`config.mk`:
```
export PLATFORM = sky130hd
export DESIGN_NAME = jtdd_rom_arb
export DESIGN_NICKNAME = d
export VERILOG_FILES = /design/src/rtl/jtdd_rom_arb.sv
export SDC_FILE = /design/constraint.sdc
export NUM_CORES = 1
export LEC_CHECK = 0
export ABC_AREA = 1
export CAP_MARGIN = 20
export CORE_MARGIN = 2
export CORE_UTILIZATION = 41
export CTS_BUF_LIST = sky130_fd_sc_hd__clkbuf_8 sky130_fd_sc_hd__clkbuf_16
export CTS_CLUSTER_SIZE = 24
export DETAILED_ROUTE_END_ITERATION = 6
export GPL_TIMING_DRIVEN = 0
export PLACE_DENSITY = 0.74
export SYNTH_ARGS = -nofsm -noshare
export SYNTH_HDL_FRONTEND = slang
export SYNTH_SLANG_ARGS = --single-unit
export TNS_END_PERCENT = 50
```
`constraint.sdc`:
```
create_clock -name clk -period 4.8 [get_ports clk]
set_clock_uncertainty 0.1 [all_clocks]
set_input_delay 0.48 -clock clk [delete_from_list [all_inputs] [get_ports clk]]
set_output_delay 0.48 -clock clk [all_outputs]
set_load 0.005 [all_outputs]
```
`src/rtl/jtdd_rom_arb.sv`:
```
// rtl/jtdd_rom_arb.sv - SDRAM ROM fetch arbiter for char/scroll/object with one-word caches
//
// Purpose: serves three graphics ROM readers from a single SDRAM read port.
// Each reader has a one-word cache; misses are fetched through a
// request/ack/data_rdy handshake with round-robin arbitration.
//
// Ports:
//   clk, rst_n                 clock, asynchronous active-low reset
//   downloading                ROM download active: caches invalidated, no fetches
//   char_cs/addr/data/ok       char reader (byte address, byte data)
//   scr_cs/addr/data/ok        scroll reader (word address, word data)
//   obj_cs/addr/data/ok        object reader (word address, word data)
//   sdram_req/addr             read request and word address towards SDRAM
//   sdram_ack, data_rdy        request accepted / read data valid pulses
//   sdram_din                  SDRAM read data

module jtdd_rom_arb #(
  parameter logic [21:0] CHAR_OFFSET = 22'h00000,
  parameter logic [21:0] SCR_OFFSET  = 22'h04000,
  parameter logic [21:0] OBJ_OFFSET  = 22'h24000
) (
  input  logic        clk,
  input  logic        rst_n,
  input  logic        downloading,
  input  logic        char_cs,
  input  logic [14:0] char_addr,
  output logic [7:0]  char_data,
  output logic        char_ok,
  input  logic        scr_cs,
  input  logic [16:0] scr_addr,
  output logic [15:0] scr_data,
  output logic        scr_ok,
  input  logic        obj_cs,
  input  logic [17:0] obj_addr,
  output logic [15:0] obj_data,
  output logic        obj_ok,
  output logic        sdram_req,
  output logic [21:0] sdram_addr,
  input  logic        sdram_ack,
  input  logic        data_rdy,
  input  logic [15:0] sdram_din
);

  localparam logic [1:0] ST_IDLE      = 2'd0;
  localparam logic [1:0] ST_WAIT_ACK  = 2'd1;
  localparam logic [1:0] ST_WAIT_DATA = 2'd2;

  localparam logic [1:0] SEL_OBJ  = 2'd0;
  localparam logic [1:0] SEL_SCR  = 2'd1;
  localparam logic [1:0] SEL_CHAR = 2'd2;

  logic [1:0]  state_q, state_d;
  logic [1:0]  rr_q, rr_d;       // requester with highest priority at next grant
  logic [1:0]  gnt_q, gnt_d;     // owner of the fetch in flight
  logic [17:0] lat_q, lat_d;     // un-offset word address of the fetch in flight
  logic        req_q, req_d;
  logic [21:0] addr_q, addr_d;

  logic [13:0] char_word_q, char_word_d;
  logic [15:0] char_dat_q, char_dat_d;
  logic        char_vld_q, char_vld_d;
  logic [16:0] scr_word_q, scr_word_d;
  logic [15:0] scr_dat_q, scr_dat_d;
  logic        scr_vld_q, scr_vld_d;
  logic [17:0] obj_word_q, obj_word_d;
  logic [15:0] obj_dat_q, obj_dat_d;
  logic        obj_vld_q, obj_vld_d;

  logic [13:0] char_cur;
  logic        pend_char, pend_scr, pend_obj;
  logic [1:0]  sel;
  logic [17:0] sel_word;
  logic [21:0] sel_off;
  logic [21:0] fetch_addr;
  logic        fill;

  assign char_cur = char_addr[14:1];

  assign char_ok = char_cs & char_vld_q & (char_word_q == char_cur);
  assign scr_ok  = scr_cs  & scr_vld_q  & (scr_word_q  == scr_addr);
  assign obj_ok  = obj_cs  & obj_vld_q  & (obj_word_q  == obj_addr);

  assign char_data = char_addr[0] ? char_dat_q[15:8] : char_dat_q[7:0];
  assign scr_data  = scr_dat_q;
  assign obj_data  = obj_dat_q;

  assign sdram_req  = req_q;
  assign sdram_addr = addr_q;

  assign pend_char = char_cs & ~char_ok;
  assign pend_scr  = scr_cs  & ~scr_ok;
  assign pend_obj  = obj_cs  & ~obj_ok;

  // Round-robin pick: scan obj -> scr -> char starting at rr_q.
  always_comb begin
    sel = SEL_OBJ;
    case (rr_q)
      SEL_SCR: begin
        if (pend_scr)       sel = SEL_SCR;
        else if (pend_char) sel = SEL_CHAR;
        else                sel = SEL_OBJ;
      end
      SEL_CHAR: begin
        if (pend_char)      sel = SEL_CHAR;
        else if (pend_obj)  sel = SEL_OBJ;
        else                sel = SEL_SCR;
      end
      default: begin
        if (pend_obj)       sel = SEL_OBJ;
        else if (pend_scr)  sel = SEL_SCR;
        else                sel = SEL_CHAR;
      end
    endcase
  end

  always_comb begin
    sel_word = obj_addr;
    sel_off  = OBJ_OFFSET;
    case (sel)
      SEL_SCR: begin
        sel_word = {1'b0, scr_addr};
        sel_off  = SCR_OFFSET;
      end
      SEL_CHAR: begin
        sel_word = {4'd0, char_cur};
        sel_off  = CHAR_OFFSET;
      end
      default: begin
        sel_word = obj_addr;
        sel_off  = OBJ_OFFSET;
      end
    endcase
  end

  // 22-bit sum, wraps naturally
  assign fetch_addr = {4'd0, sel_word} + sel_off;

  always_comb begin
    state_d     = state_q;
    rr_d        = rr_q;
    gnt_d       = gnt_q;
    lat_d       = lat_q;
    req_d       = req_q;
    addr_d      = addr_q;
    char_word_d = char_word_q;
    char_dat_d  = char_dat_q;
    char_vld_d  = char_vld_q;
    scr_word_d  = scr_word_q;
    scr_dat_d   = scr_dat_q;
    scr_vld_d   = scr_vld_q;
    obj_word_d  = obj_word_q;
    obj_dat_d   = obj_dat_q;
    obj_vld_d   = obj_vld_q;
    fill        = 1'b0;

    case (state_q)
      ST_IDLE: begin
        if (!downloading && (pend_char || pend_scr || pend_obj)) begin
          gnt_d   = sel;
          lat_d   = sel_word;
          addr_d  = fetch_addr;
          req_d   = 1'b1;
          rr_d    = (sel == SEL_OBJ) ? SEL_SCR : ((sel == SEL_SCR) ? SEL_CHAR : SEL_OBJ);
          state_d = ST_WAIT_ACK;
        end
      end
      ST_WAIT_ACK: begin
        if (sdram_ack) begin
          req_d = 1'b0;
          // data may come back in the same cycle as the ack
          if (data_rdy) begin
            fill    = 1'b1;
            state_d = ST_IDLE;
          end else begin
            state_d = ST_WAIT_DATA;
          end
        end
      end
      ST_WAIT_DATA: begin
        if (data_rdy) begin
          fill    = 1'b1;
          state_d = ST_IDLE;
        end
      end
      default: begin
        req_d   = 1'b0;
        state_d = ST_IDLE;
      end
    endcase

    // Fill with the address latched at grant time, so a reader that moved
    // on mid-fetch still misses and gets re-requested.
    if (fill) begin
      case (gnt_q)
        SEL_SCR: begin
          scr_word_d = lat_q[16:0];
          scr_dat_d  = sdram_din;
          scr_vld_d  = 1'b1;
        end
        SEL_CHAR: begin
          char_word_d = lat_q[13:0];
          char_dat_d  = sdram_din;
          char_vld_d  = 1'b1;
        end
        default: begin
          obj_word_d = lat_q;
          obj_dat_d  = sdram_din;
          obj_vld_d  = 1'b1;
        end
      endcase
    end

    // A download overrides everything, including a fill landing this cycle.
    if (downloading) begin
      char_vld_d = 1'b0;
      scr_vld_d  = 1'b0;
      obj_vld_d  = 1'b0;
    end
  end

  always_ff @(posedge clk or negedge rst_n) begin
    if (!rst_n) begin
      state_q     <= ST_IDLE;
      rr_q        <= SEL_OBJ;
      gnt_q       <= SEL_OBJ;
      lat_q       <= '0;
      req_q       <= 1'b0;
      addr_q      <= '0;
      char_word_q <= '0;
      char_dat_q  <= '0;
      char_vld_q  <= 1'b0;
      scr_word_q  <= '0;
      scr_dat_q   <= '0;
      scr_vld_q   <= 1'b0;
      obj_word_q  <= '0;
      obj_dat_q   <= '0;
      obj_vld_q   <= 1'b0;
    end else begin
      state_q     <= state_d;
      rr_q        <= rr_d;
      gnt_q       <= gnt_d;
      lat_q       <= lat_d;
      req_q       <= req_d;
      addr_q      <= addr_d;
      char_word_q <= char_word_d;
      char_dat_q  <= char_dat_d;
      char_vld_q  <= char_vld_d;
      scr_word_q  <= scr_word_d;
      scr_dat_q   <= scr_dat_d;
      scr_vld_q   <= scr_vld_d;
      obj_word_q  <= obj_word_d;
      obj_dat_q   <= obj_dat_d;
      obj_vld_q   <= obj_vld_d;
    end
  end

endmodule

```
==> results.cfg <==
[logic_synthesis]
synth_top_area_frac = 0.469
yosys_register_bits = 130
netlist_area_um2 = 6940
synthCells = 902
synth_commonest_cells = nand2_1 (264), inv_1 (136), o21ai_0 (135), dfrtp_1 (130), nor2_1 (52)
synth_seq_area_share = 0.469
synth_flop_cell = dfrtp_1
synth_area_leader_cell = dfrtp_1
ys_types = 35
async_flop_share = 1.00
synth.area.top_cells = dfrtp_1 (47%), nand2_1 (14%), o21ai_0 (9.7%)
synth-edff-count = 0
avgSynthCellArea_um2 = 7.70
ys_warn_count = 0
yosysMostFrequentCell = nand2_1

[hold_path]
worstHoldPathType = reg -> reg
whs_path_depth = 2

[timing]
fin_crit_ns = 4.17
rsz0062_at_grt = false
worst_slew_pin_slew_ns = 0.670
final-setup-viol-count = 0
period_share = 0.868
hold_viol = 0
slew_headroom = 0.554
finalMaxSlewViolations = 0
setup_ws_ns = 0.633
fin_hold_ws_ns = 0.377
fmax_mhz = 240

[grt]
antenna_found_initial = 0
grt_pass1_vias = 6237
gr-total-overflow = 0
grt_util_all_layers = 0.233
grt_max_degree = 68
grt_pass1_wl_um = 32200

[pwr]
ir_worst_vdd_v = 0.000314
fin_total_pwr_w = 0.00511
leakagePower_nw = 4.41
powerDensity_nw_per_um2 = 556

[cells_and_area]
nNetsFinal = 1148
post-route-util = 0.555
area_growth_pct = 32.5
diodes = 0
drive_gt1_frac = 0.0979

[floorplanning]
coreArea_um2 = 16600
core.rowCount = 47
die_y_um = 134
dieArea_um2 = 18000
die_w_um = 134
ioPinCount = 140
initial_core_util = 0.419

[place]
io_buffers = 135
hpwl_um = 15500
gp_congestion = 1.01
pre_cts_slack_ns = 0.315

[clock_network]
cts_sinks = 130
cts_tree = built
numCtsBuffers = 17
clk_path_buf_depth = 2
clk_pin_slew_worst_paths_ns = 0.06
htree_levels = 4
clk_latency_ns = 0.41
cts-root-buf = clkbuf_16
cts_resized = 0

[worst_setup_path]
worstSetupEndpointType = flip-flop
worst_ep_arrival_time_ns = 4.40
cp-start-kind = primary input
worstRegToRegCells = 18
crit_required_ns = 5.03
worstPathMaxFanout = 10
worstSetupPathType = in -> reg

[drt]
drtIter0Drc = 404
drcViolationCount = 0
drt-wirelength-per-cell_um = 15.6
detail-route-antenna-nets = 0
vias = 6303
drt_first_pass_iters = 5
viasPerCell = 4.88
routed_wl_um = 20200

[status]
status = complete, no violations

[job]
cap_violations = 0
per-stage QoR:
stage          TNS, ns  area [um^2]  instances
2_1_floorplan        0         6950        904
3_3_place_gp   -267.46         8580       1259
3_5_place_dp         0         8610       1260
4_1_cts              0         9200       1292
5_1_grt              0         9200       1292
6_report             0         9200       1292
layer usage:
layer / vias to the layer above / track usage / share of wire
met1: 2907 / 0.306 / 0.44
met3: 29 / 0.0752 / 0.090
met4: 0 / 0.0719 / 0.021
met5: - / 0 / 0
met2: 225 / 0.368 / 0.45
li1: 3142 / - / -
critical path: stages:
cell and delay (ns):
clkdlybuf4s50_1 0.50, inv_1 0.06, nand2_1 0.11, o21ai_0 0.10, nor2_1 0.10, nand2_1 0.06, nor2_1 0.22, nand3_2 0.16
nand2_2 0.12, nand2_1 0.06, o21ai_1 0.33, inv_1 0.15, ha_1 0.35, inv_1 0.18, clkbuf_1 0.40, o21ai_0 0.22
ha_1 0.27, ha_1 0.21, xor2_1 0.16, o21ai_0 0.15
state kept, by name, summed over array words and instances, names as in the netlist, 2 cells and up:
register,flops
sdram_addr,5
state_q,2
scr_data,16
obj_data,16
char_word_q,14
scr_word_q,17
gnt_q,2
lat_q,18
rr_q,2
obj_word_q,18
char_dat_q,16
cells by family (layout without fill, tap and decap cells):
group | Yosys count | count (layout) | synth area share
AOI/OAI and AO/OA | 179 | 179 | 0.142
xor gates and xnor gates | 7 | 7 | 0.00883
adders and majority gates | 14 | 14 | 0.0252
buffers and inverters | 186 | 354 | 0.115
DFF | 130 | 130 | 0.469
muxes | 8 | 8 | 0.0130
other | 1 | 3 | 0.000540
and+or+nand+nor | 377 | 377 | 0.227
repair_timing:
action | CTS | global route
hold buffers | 1 | 0
setup buffers | 0 | 0
endpoints found under the hold margin | 63 | 0
power by group:
group | internal [W] | switching, W
Combinational | 0.000956 | 0.00109
Clock | 0.000768 | 0.000509
Sequential | 0.00150 | 0.000286
Total | 0.00322 | 0.00189
placed cells by master, fill, tap and decap left out, types with 2 or more instances in the layout:
cell type / n
buf_6: 5
conb_1: 3
a21oi_1: 8
inv_6: 3
o22ai_1: 9
o21ai_2: 18
nor4b_1: 2
nand3_1: 19
nor2_1: 52
clkbuf_16: 17
mux2_2: 8
xor2_1: 6
nand2_2: 18
clkinv_4: 4
clkbuf_1: 25
buf_4: 18
clkinvlp_4: 4
bufinv_16: 2
nand4_1: 11
ha_1: 14
dfrtp_1: 130
nand2_1: 264
o21ai_0: 135
o21ai_1: 6
inv_1: 136
clkdlybuf4s50_1: 134
nand3_4: 2
nor3b_1: 2
nor3_1: 2
final timing paths:
kind,startpoint,endpoint,slack [ns]
max reg2reg,scr_word_q[5],sdram_addr[16],0.85
max in group asynchronous,rst_n,scr_word_q[4],3.35
min reg2reg,sdram_addr[18],sdram_addr[18],0.38
min in group asynchronous,rst_n,obj_data[2],0.51
min,sdram_addr[18],sdram_addr[18],0.38
max,scr_addr[5],sdram_addr[16],0.63
cell type report:
class	instances	area, um^2
Timing Repair Buffer	137	1390
Sequential cell	130	3250
Tap cell	220	275
Fill cell	1555	7390
Clock buffer	17	425
Multi-Input combinational cell	588	2900
Clock inverter	14	156
Buffer	47	274
Inverter	139	524
Note: power is estimated with default switching activity, not from simulation.
